`config.mk`:
```
export PLATFORM = sky130hd
export DESIGN_NAME = axis_packet_snooper_flat
export DESIGN_NICKNAME = d
export VERILOG_FILES = /design/src/rtl/bpf_pkg.sv /design/src/rtl/axis_packet_snooper_if.sv /design/src/rtl/keep_popcount.sv /design/src/rtl/axis_packet_snooper.sv /design/src/flat_wrapper.sv
export SDC_FILE = /design/constraint.sdc
export NUM_CORES = 1
export LEC_CHECK = 0
export CAP_MARGIN = 10
export CORE_ASPECT_RATIO = 1.25
export CORE_MARGIN = 2
export CORE_UTILIZATION = 45
export CTS_CLUSTER_DIAMETER = 120
export DETAILED_ROUTE_END_ITERATION = 7
export GPL_ROUTABILITY_DRIVEN = 0
export GPL_TIMING_DRIVEN = 0
export PLACE_DENSITY_LB_ADDON = 0.08
export SLEW_MARGIN = 5
export SYNTH_ARGS = -nofsm -noshare
export SYNTH_HDL_FRONTEND = slang
export SYNTH_SLANG_ARGS = --single-unit
```
`constraint.sdc`:
```
create_clock -name clk -period 5 [get_ports clk]
set_clock_uncertainty 0.1 [all_clocks]
set_input_delay 0.75 -clock clk [delete_from_list [all_inputs] [get_ports clk]]
set_output_delay 0.75 -clock clk [all_outputs]
set_load 0.02 [all_outputs]
```
`src/rtl/bpf_pkg.sv`:
```
// Shared BPF VM definitions: snooper FSM states and the packet-memory width derivations.
package bpf_pkg;

    typedef enum logic [2:0] {
        ST_WAIT,
        ST_RX,
        ST_DRAIN,
        ST_DONE,
        ST_GAP
    } snoop_state_e;

    // Word width follows from byte depth over word depth of packet memory.
    function automatic int unsigned data_width(input int unsigned byte_addr_width,
                                               input int unsigned word_addr_width);
        return 32'd1 << (3 + byte_addr_width - word_addr_width);
    endfunction

    function automatic int unsigned plen_width(input int unsigned byte_addr_width);
        return byte_addr_width + 1;
    endfunction

endpackage

```
`src/rtl/axis_packet_snooper_if.sv`:
```
// AXI4-Stream beat bundle feeding the packet snooper.
interface axis_packet_snooper_if
    import bpf_pkg::*;
#(
    parameter int unsigned DATA_WIDTH = data_width(12, 9)
) ();

    logic [DATA_WIDTH-1:0]   tdata;
    logic [DATA_WIDTH/8-1:0] tkeep;
    logic                    tvalid;
    logic                    tlast;
    logic                    tready;

    modport master (output tdata, tkeep, tvalid, tlast, input tready);
    modport slave  (input tdata, tkeep, tvalid, tlast, output tready);

endinterface

```
`src/rtl/keep_popcount.sv`:
```
// Combinational count of set byte enables in a tkeep vector.
module keep_popcount #(
    parameter int unsigned KEEP_WIDTH = 8,
    localparam int unsigned CNT_WIDTH = $clog2(KEEP_WIDTH) + 1
) (
    input  logic [KEEP_WIDTH-1:0] keep,
    output logic [CNT_WIDTH-1:0]  count
);

    always_comb begin
        count = '0;
        for (int unsigned i = 0; i < KEEP_WIDTH; i++) begin
            count = count + CNT_WIDTH'(keep[i]);
        end
    end

endmodule

```
`src/rtl/axis_packet_snooper.sv`:
```
// AXI4-Stream ingress into packet memory: one packet per buffer, done pulse plus byte length.
// Optional SNOOPER_DROP_EN: discard and count packets that arrive while no buffer is free.
module axis_packet_snooper
    import bpf_pkg::*;
#(
    parameter int unsigned PACKET_BYTE_ADDR_WIDTH = 12,
    parameter int unsigned SNOOP_FWD_ADDR_WIDTH   = 9,
    localparam int unsigned DATA_WIDTH = data_width(PACKET_BYTE_ADDR_WIDTH, SNOOP_FWD_ADDR_WIDTH),
    localparam int unsigned PLEN_WIDTH = plen_width(PACKET_BYTE_ADDR_WIDTH)
) (
    input  logic                            clk,
    input  logic                            rst,
    axis_packet_snooper_if.slave            s_axis,
    output logic [SNOOP_FWD_ADDR_WIDTH-1:0] snooper_wr_addr,
    output logic [DATA_WIDTH-1:0]           snooper_wr_data,
    output logic                            snooper_wr_en,
    output logic                            snooper_done,
    input  logic                            ready_for_snooper,
    output logic [PLEN_WIDTH-1:0]           snooper_byte_len,
    output logic [15:0]                     drop_count
);

    localparam int unsigned KCNT_WIDTH = $clog2(DATA_WIDTH / 8) + 1;
    localparam logic [PLEN_WIDTH-1:0] LEN_CAP = {1'b1, {PACKET_BYTE_ADDR_WIDTH{1'b0}}};

    logic [1:0] rst_sync;
    logic       rst_core;

    always_ff @(posedge clk or negedge rst) begin
        if (!rst) rst_sync <= '0;
        else      rst_sync <= {rst_sync[0], 1'b1};
    end
    assign rst_core = rst_sync[1];

    snoop_state_e                    state;
    snoop_state_e                    beat_next;
    logic                            tready;
    logic [SNOOP_FWD_ADDR_WIDTH-1:0] word_cnt;
    logic [PLEN_WIDTH-1:0]           byte_acc;
    logic [PLEN_WIDTH-1:0]           acc_next;
    logic [PLEN_WIDTH:0]             acc_sum;
    logic [KCNT_WIDTH-1:0]           keep_bytes;
    logic                            hs;
    logic                            take_first;
    logic                            write_beat;

    keep_popcount #(.KEEP_WIDTH(DATA_WIDTH / 8)) u_keep_popcount (
        .keep  (s_axis.tkeep),
        .count (keep_bytes)
    );

    assign s_axis.tready = tready;
    assign hs            = s_axis.tvalid & tready;
    assign acc_sum       = {1'b0, byte_acc} + (PLEN_WIDTH + 1)'(keep_bytes);
    assign acc_next      = (acc_sum > {1'b0, LEN_CAP}) ? LEN_CAP : acc_sum[PLEN_WIDTH-1:0];
    assign beat_next     = s_axis.tlast ? ST_DONE : ((word_cnt == '1) ? ST_DRAIN : ST_RX);

`ifdef SNOOPER_DROP_EN
    logic        dropping;
    logic [15:0] drop_q;

    // With dropping enabled a first beat can be taken straight out of WAIT.
    assign take_first = (state == ST_WAIT) && !dropping && ready_for_snooper;
    assign drop_count = drop_q;
`else
    assign take_first = 1'b0;
    assign drop_count = '0;
`endif

    assign write_beat = hs && ((state == ST_RX) || take_first);

    always_ff @(posedge clk or negedge rst_core) begin
        if (!rst_core) begin
            state            <= ST_WAIT;
            tready           <= 1'b0;
            word_cnt         <= '0;
            byte_acc         <= '0;
            snooper_wr_addr  <= '0;
            snooper_wr_data  <= '0;
            snooper_wr_en    <= 1'b0;
            snooper_done     <= 1'b0;
            snooper_byte_len <= '0;
`ifdef SNOOPER_DROP_EN
            dropping         <= 1'b0;
            drop_q           <= '0;
`endif
        end else begin
            snooper_wr_en <= 1'b0;
            snooper_done  <= 1'b0;

            if (write_beat) begin
                snooper_wr_en   <= 1'b1;
                snooper_wr_addr <= word_cnt;
                snooper_wr_data <= s_axis.tdata;
                word_cnt        <= word_cnt + SNOOP_FWD_ADDR_WIDTH'(1);
                byte_acc        <= acc_next;
            end

            unique case (state)
                ST_WAIT: begin
`ifdef SNOOPER_DROP_EN
                    tready <= 1'b1;
                    if (dropping || (hs && !ready_for_snooper)) begin
                        if (hs && s_axis.tlast) begin
                            dropping <= 1'b0;
                            if (drop_q != '1) drop_q <= drop_q + 16'd1;
                        end else if (hs) begin
                            dropping <= 1'b1;
                        end
                    end else if (hs) begin
                        state  <= beat_next;
                        tready <= (beat_next != ST_DONE);
                    end else if (ready_for_snooper) begin
                        state <= ST_RX;
                    end
`else
                    if (ready_for_snooper) begin
                        state  <= ST_RX;
                        tready <= 1'b1;
                    end
`endif
                end
                ST_RX: begin
                    if (hs) begin
                        state  <= beat_next;
                        tready <= (beat_next != ST_DONE);
                    end
                end
                ST_DRAIN: begin
                    if (hs && s_axis.tlast) begin
                        state  <= ST_DONE;
                        tready <= 1'b0;
                    end
                end
                ST_DONE: begin
                    snooper_done     <= 1'b1;
                    snooper_byte_len <= byte_acc;
                    word_cnt         <= '0;
                    byte_acc         <= '0;
                    state            <= ST_GAP;
                end
                ST_GAP: begin
                    state <= ST_WAIT;
`ifdef SNOOPER_DROP_EN
                    tready <= 1'b1;
`else
                    tready <= 1'b0;
`endif
                end
                default: state <= ST_WAIT;
            endcase
        end
    end

endmodule

```
`src/flat_wrapper.sv`:
```
// flat-port wrapper written by rule: the top's interface ports become plain ports
module axis_packet_snooper_flat import bpf_pkg::*;
#(
    parameter int unsigned PACKET_BYTE_ADDR_WIDTH = 12,
    parameter int unsigned SNOOP_FWD_ADDR_WIDTH   = 9,
    localparam int unsigned DATA_WIDTH = data_width(PACKET_BYTE_ADDR_WIDTH, SNOOP_FWD_ADDR_WIDTH),
    localparam int unsigned PLEN_WIDTH = plen_width(PACKET_BYTE_ADDR_WIDTH)
)
  (clk, rst, snooper_wr_addr, snooper_wr_data, snooper_wr_en, snooper_done, ready_for_snooper, snooper_byte_len, drop_count, s_axis_tdata, s_axis_tkeep, s_axis_tvalid, s_axis_tlast, s_axis_tready);
  axis_packet_snooper_if #(.DATA_WIDTH((64))) s_axis_i ();
  input  logic clk;
  input  logic rst;
  output logic [SNOOP_FWD_ADDR_WIDTH-1:0] snooper_wr_addr;
  output logic [DATA_WIDTH-1:0] snooper_wr_data;
  output logic snooper_wr_en;
  output logic snooper_done;
  input  logic ready_for_snooper;
  output logic [PLEN_WIDTH-1:0] snooper_byte_len;
  output logic [15:0] drop_count;
  input wire logic [$bits(s_axis_i.tdata)-1:0] s_axis_tdata;
  input wire logic [$bits(s_axis_i.tkeep)-1:0] s_axis_tkeep;
  input wire logic [$bits(s_axis_i.tvalid)-1:0] s_axis_tvalid;
  input wire logic [$bits(s_axis_i.tlast)-1:0] s_axis_tlast;
  output wire logic [$bits(s_axis_i.tready)-1:0] s_axis_tready;
  assign s_axis_i.tdata = s_axis_tdata;
  assign s_axis_i.tkeep = s_axis_tkeep;
  assign s_axis_i.tvalid = s_axis_tvalid;
  assign s_axis_i.tlast = s_axis_tlast;
  assign s_axis_tready = s_axis_i.tready;
  axis_packet_snooper #(.PACKET_BYTE_ADDR_WIDTH(PACKET_BYTE_ADDR_WIDTH), .SNOOP_FWD_ADDR_WIDTH(SNOOP_FWD_ADDR_WIDTH)) u_core (.clk(clk), .rst(rst), .s_axis(s_axis_i), .snooper_wr_addr(snooper_wr_addr), .snooper_wr_data(snooper_wr_data), .snooper_wr_en(snooper_wr_en), .snooper_done(snooper_done), .ready_for_snooper(ready_for_snooper), .snooper_byte_len(snooper_byte_len), .drop_count(drop_count));
endmodule
```
==> results.cfg <==
[floorplanning]
die_w_um = 99.4
die-area_um2 = 12200
row_count = 43
io_pins = 182
die_h_um = 123
start_util_pct = 46.2
core_um2 = 11100

[worst_setup_path]
ff2ff_path_depth = 12
path_buf_inv = 3
timing.rr.start = u_core.byte_acc[0]
crit_cells = 14
worstPathMaxFanout = 10
worstSetupPathType = in -> reg
crit_top_cell = fa_1
cp_cell_sequence = clkdlybuf4s50_1, fa_1, inv_1, fa_1, fa_1, fa_1, fa_1, nor2b_1, o31ai_2, nor2_1, mux2_4, buf_12, a21oi_2, a31oi_1
crit_path_start = s_axis_tkeep[0]
worst_setup_path_start_kind = input pin
cpPeakStageDelay_ns = 0.53
arrival_ns = 4.86
crit_path_end_kind = flip-flop
cp_slowest_cell = fa_1
crit_family = adder cells
required_ns = 5.17

[timing]
setup_viol = 0
min_period_over_period_pct = 93.7
rsz0062_at_grt = no
tightest_slew_ns = 0.813
hold_viol_final = 0
fin_crit_ns = 4.69
setup_slack_ns = 0.314
max_slew_margin_pct = 45.8
fmax_ghz = 0.213
final_max_slew_viol_count = 0

[cts]
insertion_delay_ns = 0.41
hold_buffers = 0
cts_buffer_depth = 2
clk_pin_slew_ns = 0.06
cts.sinks = 116
ctsResizeCount = 0
post_cts_buffers = 0
htree_levels = 4
cts_buffers = 17
cts_root_buf = clkbuf_16
cts_tree = done

[logic_synthesis]
synth_edf_count = 0
ys_warn_count = 0
synth_area_per_cell_um2 = 9.04
async_reset_ff_share_pct = 100
synth-main-ff-cell = dfrtp_1
synth_area_um2 = 5120
yosysTopAreaCell = dfrtp_1
synth_top_area_share_pct = 56.7
synth_cells = 566
ys_seq_area_share_pct = 56.7
synth_area_leaders = dfrtp_1 57%, nand2_1 20%, buf_4 2.5%
synth.distinct_cells = 47
synth_seq_cells = 116

[power]
pwr-share-comb_pct = 42.3
p_leak_nw = 3.78
switching_share_pct = 37.4
p_seq_share_pct = 31.5
ir_worst_vdd_uv = 316
power.density_nw_per_um2 = 615
p_sw_w = 0.00175
clock_power_share_pct = 26.2
internal_power_w = 0.00294

[route]
viasPerCell = 4.81
drt-wirelength-per-cell_um = 13.6
wl_um = 12400
dr_total_vias = 4396
drc = 0
antenna_left = 0
firstDrtPassIters = 4
drtIter0Drc = 105

[final_layout]
final_core_util_pct = 68.9
fin_nets = 856
insertedDiodeCount = 0
drive_gt1_share_pct = 8.86
area_growth_pct = 49.1
nFillCells = 910

[min_path]
hp-class = reg -> reg
min_from = u_core.rst_sync[0]
hold-path-cell-count = 0

[grt]
grt_max_degree = 62
grt_use_total_pct = 21.2
grt_pass1_wl_um = 20400
grt.overflow.total = 0
grt_pass1_vias = 4378
grt_antenna_before_repair = 0

[job]
cap_viol_max_count = 0

[status]
status = complete, no violations

[place]
place_ws_ns = -0.113
numPortBuffers = 165
hpwlAfterDp_um = 9070
## sequential cells by signal (all words and copies together), names as in the netlist
name and flops:
u_core.snooper_byte_len 13, u_core.state 3, u_core.snooper_wr_addr 9, u_core.snooper_wr_data 64
u_core.rst_sync 2, u_core.s_axis.tready 1, u_core.word_cnt 9, u_core.byte_acc 13
u_core.snooper_wr_en 1, u_core.snooper_done 1
## area by class of cell
cell class	count	area (um^2)	share of cell area (%)
Buffer	40	245	3.21
Clock buffer	17	425	5.57
Clock inverter	15	180	2.36
Inverter	16	61.3	0.803
Multi-Input combinational cell	409	1960	25.7
Sequential cell	116	2910	38.1
Tap cell	135	169	2.21
Timing Repair Buffer	166	1680	22.0
## worst reg2reg max path: cells and delay by family, from the launching register on
family / cells / cell delay, ns
multiplexers: 1 / 0.38
flip-flops: 1 / 0.36
buffers and inverters: 2 / 0.27
AO/OA/AOI/OAI: 3 / 0.31
AND/OR/NAND/NOR: 2 / 0.46
adder cells (fa/ha/maj): 4 / 1.76
## final timing paths
check,endpoint,slack [ns]
max in group asynchronous,u_core.snooper_wr_data[10],3.74
setup reg to reg,u_core.byte_acc[10],1.22
hold / removal,u_core.rst_sync[1],0.25
min in group asynchronous,u_core.snooper_wr_data[54],0.33
hold reg to reg,u_core.rst_sync[1],0.25
setup / recovery,u_core.byte_acc[10],0.31
## power groups by stage
stage	registers, W	clock network (W)	logic, W
CTS	0.00148	0.00125	0.00201
floorplan	0.00182	0	0.000777
finish	0.00148	0.00123	0.00199
global route	0.00153	0.00129	0.00219
global placement	0.00148	0	0.00193
detailed placement	0.00149	0	0.00200
## metrics by stage
| step | hold WS (ns) | std cells | power [W] | area (um^2) | setup TNS, ns |
|---|---|---|---|---|---|
| after CTS | 0.256 | 914 | 0.00474 | 7630 | 0 |
| after global routing | 0.258 | 914 | 0.00500 | 7630 | 0 |
| final | 0.253 | 914 | 0.00469 | 7630 | 0 |
| after floorplan | 0.231 | 581 | 0.00260 | 5170 | 0 |
| after detailed placement | 0.243 | 882 | 0.00350 | 7030 | -0.790 |
| after global placement | 0.240 | 881 | 0.00341 | 6990 | -0.0731 |
## cell usage after synthesis (all sizes together) (2+ instances only)
| master | instances |
|---|---|
| nand2 | 273 |
| dfrtp | 116 |
| buf | 27 |
| nor2 | 20 |
| o21ai | 16 |
| inv | 15 |
| a21oi | 13 |
| clkbuf | 13 |
| ha | 8 |
| nand3 | 7 |
| fa | 5 |
| a31oi | 4 |
| nand2b | 4 |
| nand4 | 4 |
| o21a | 4 |
| xor2 | 4 |
| a22o | 3 |
| nor2b | 3 |
| conb | 2 |
| nor3 | 2 |
| or2 | 2 |
| or3 | 2 |
| xnor2 | 2 |
## cells in the final DEF, fill, tap and decap left out, types with 3 or more instances in the layout
cell type,instances
a31oi_1,4
o21a_1,4
nand4_1,3
nand3_1,7
clkbuf_1,13
bufinv_16,3
clkbuf_16,17
nand2_1,273
a21oi_1,10
nor2_1,20
inv_1,15
conb_1,17
a21oi_2,3
a22o_1,3
clkdlybuf4s50_1,165
nor2b_1,3
xor2_1,4
buf_4,17
buf_2,6
ha_1,8
nand2b_1,4
dfrtp_1,115
o21ai_0,16
clkinvlp_4,6
fa_1,5
clkinv_2,3
inv_6,3
## metal layers
metal  share of wire, %  global-route usage [%]  wire, um
met1                 41                    26.3      5110
met5                  0                       0         0
met4                2.1                    8.48       264
met3                7.4                    6.95       923
met2                 49                    34.4      6120
## logic make-up (layout without fill, tap and decap cells)
kind of cell | count (synthesis) | count (layout) | share of synthesized area [%]
AOI/OAI and AO/OA | 48 | 48 | 6.14
xor gates and xnor gates | 6 | 6 | 1.03
adders and majority gates | 13 | 13 | 3.91
buffers and inverters | 56 | 254 | 5.99
DFF | 116 | 116 | 56.7
muxes | 2 | 2 | 0.489
other | 2 | 17 | 0.147
and+or+nand+nor | 323 | 323 | 25.6
No activity file was read; power rests on OpenSTA's default activity.
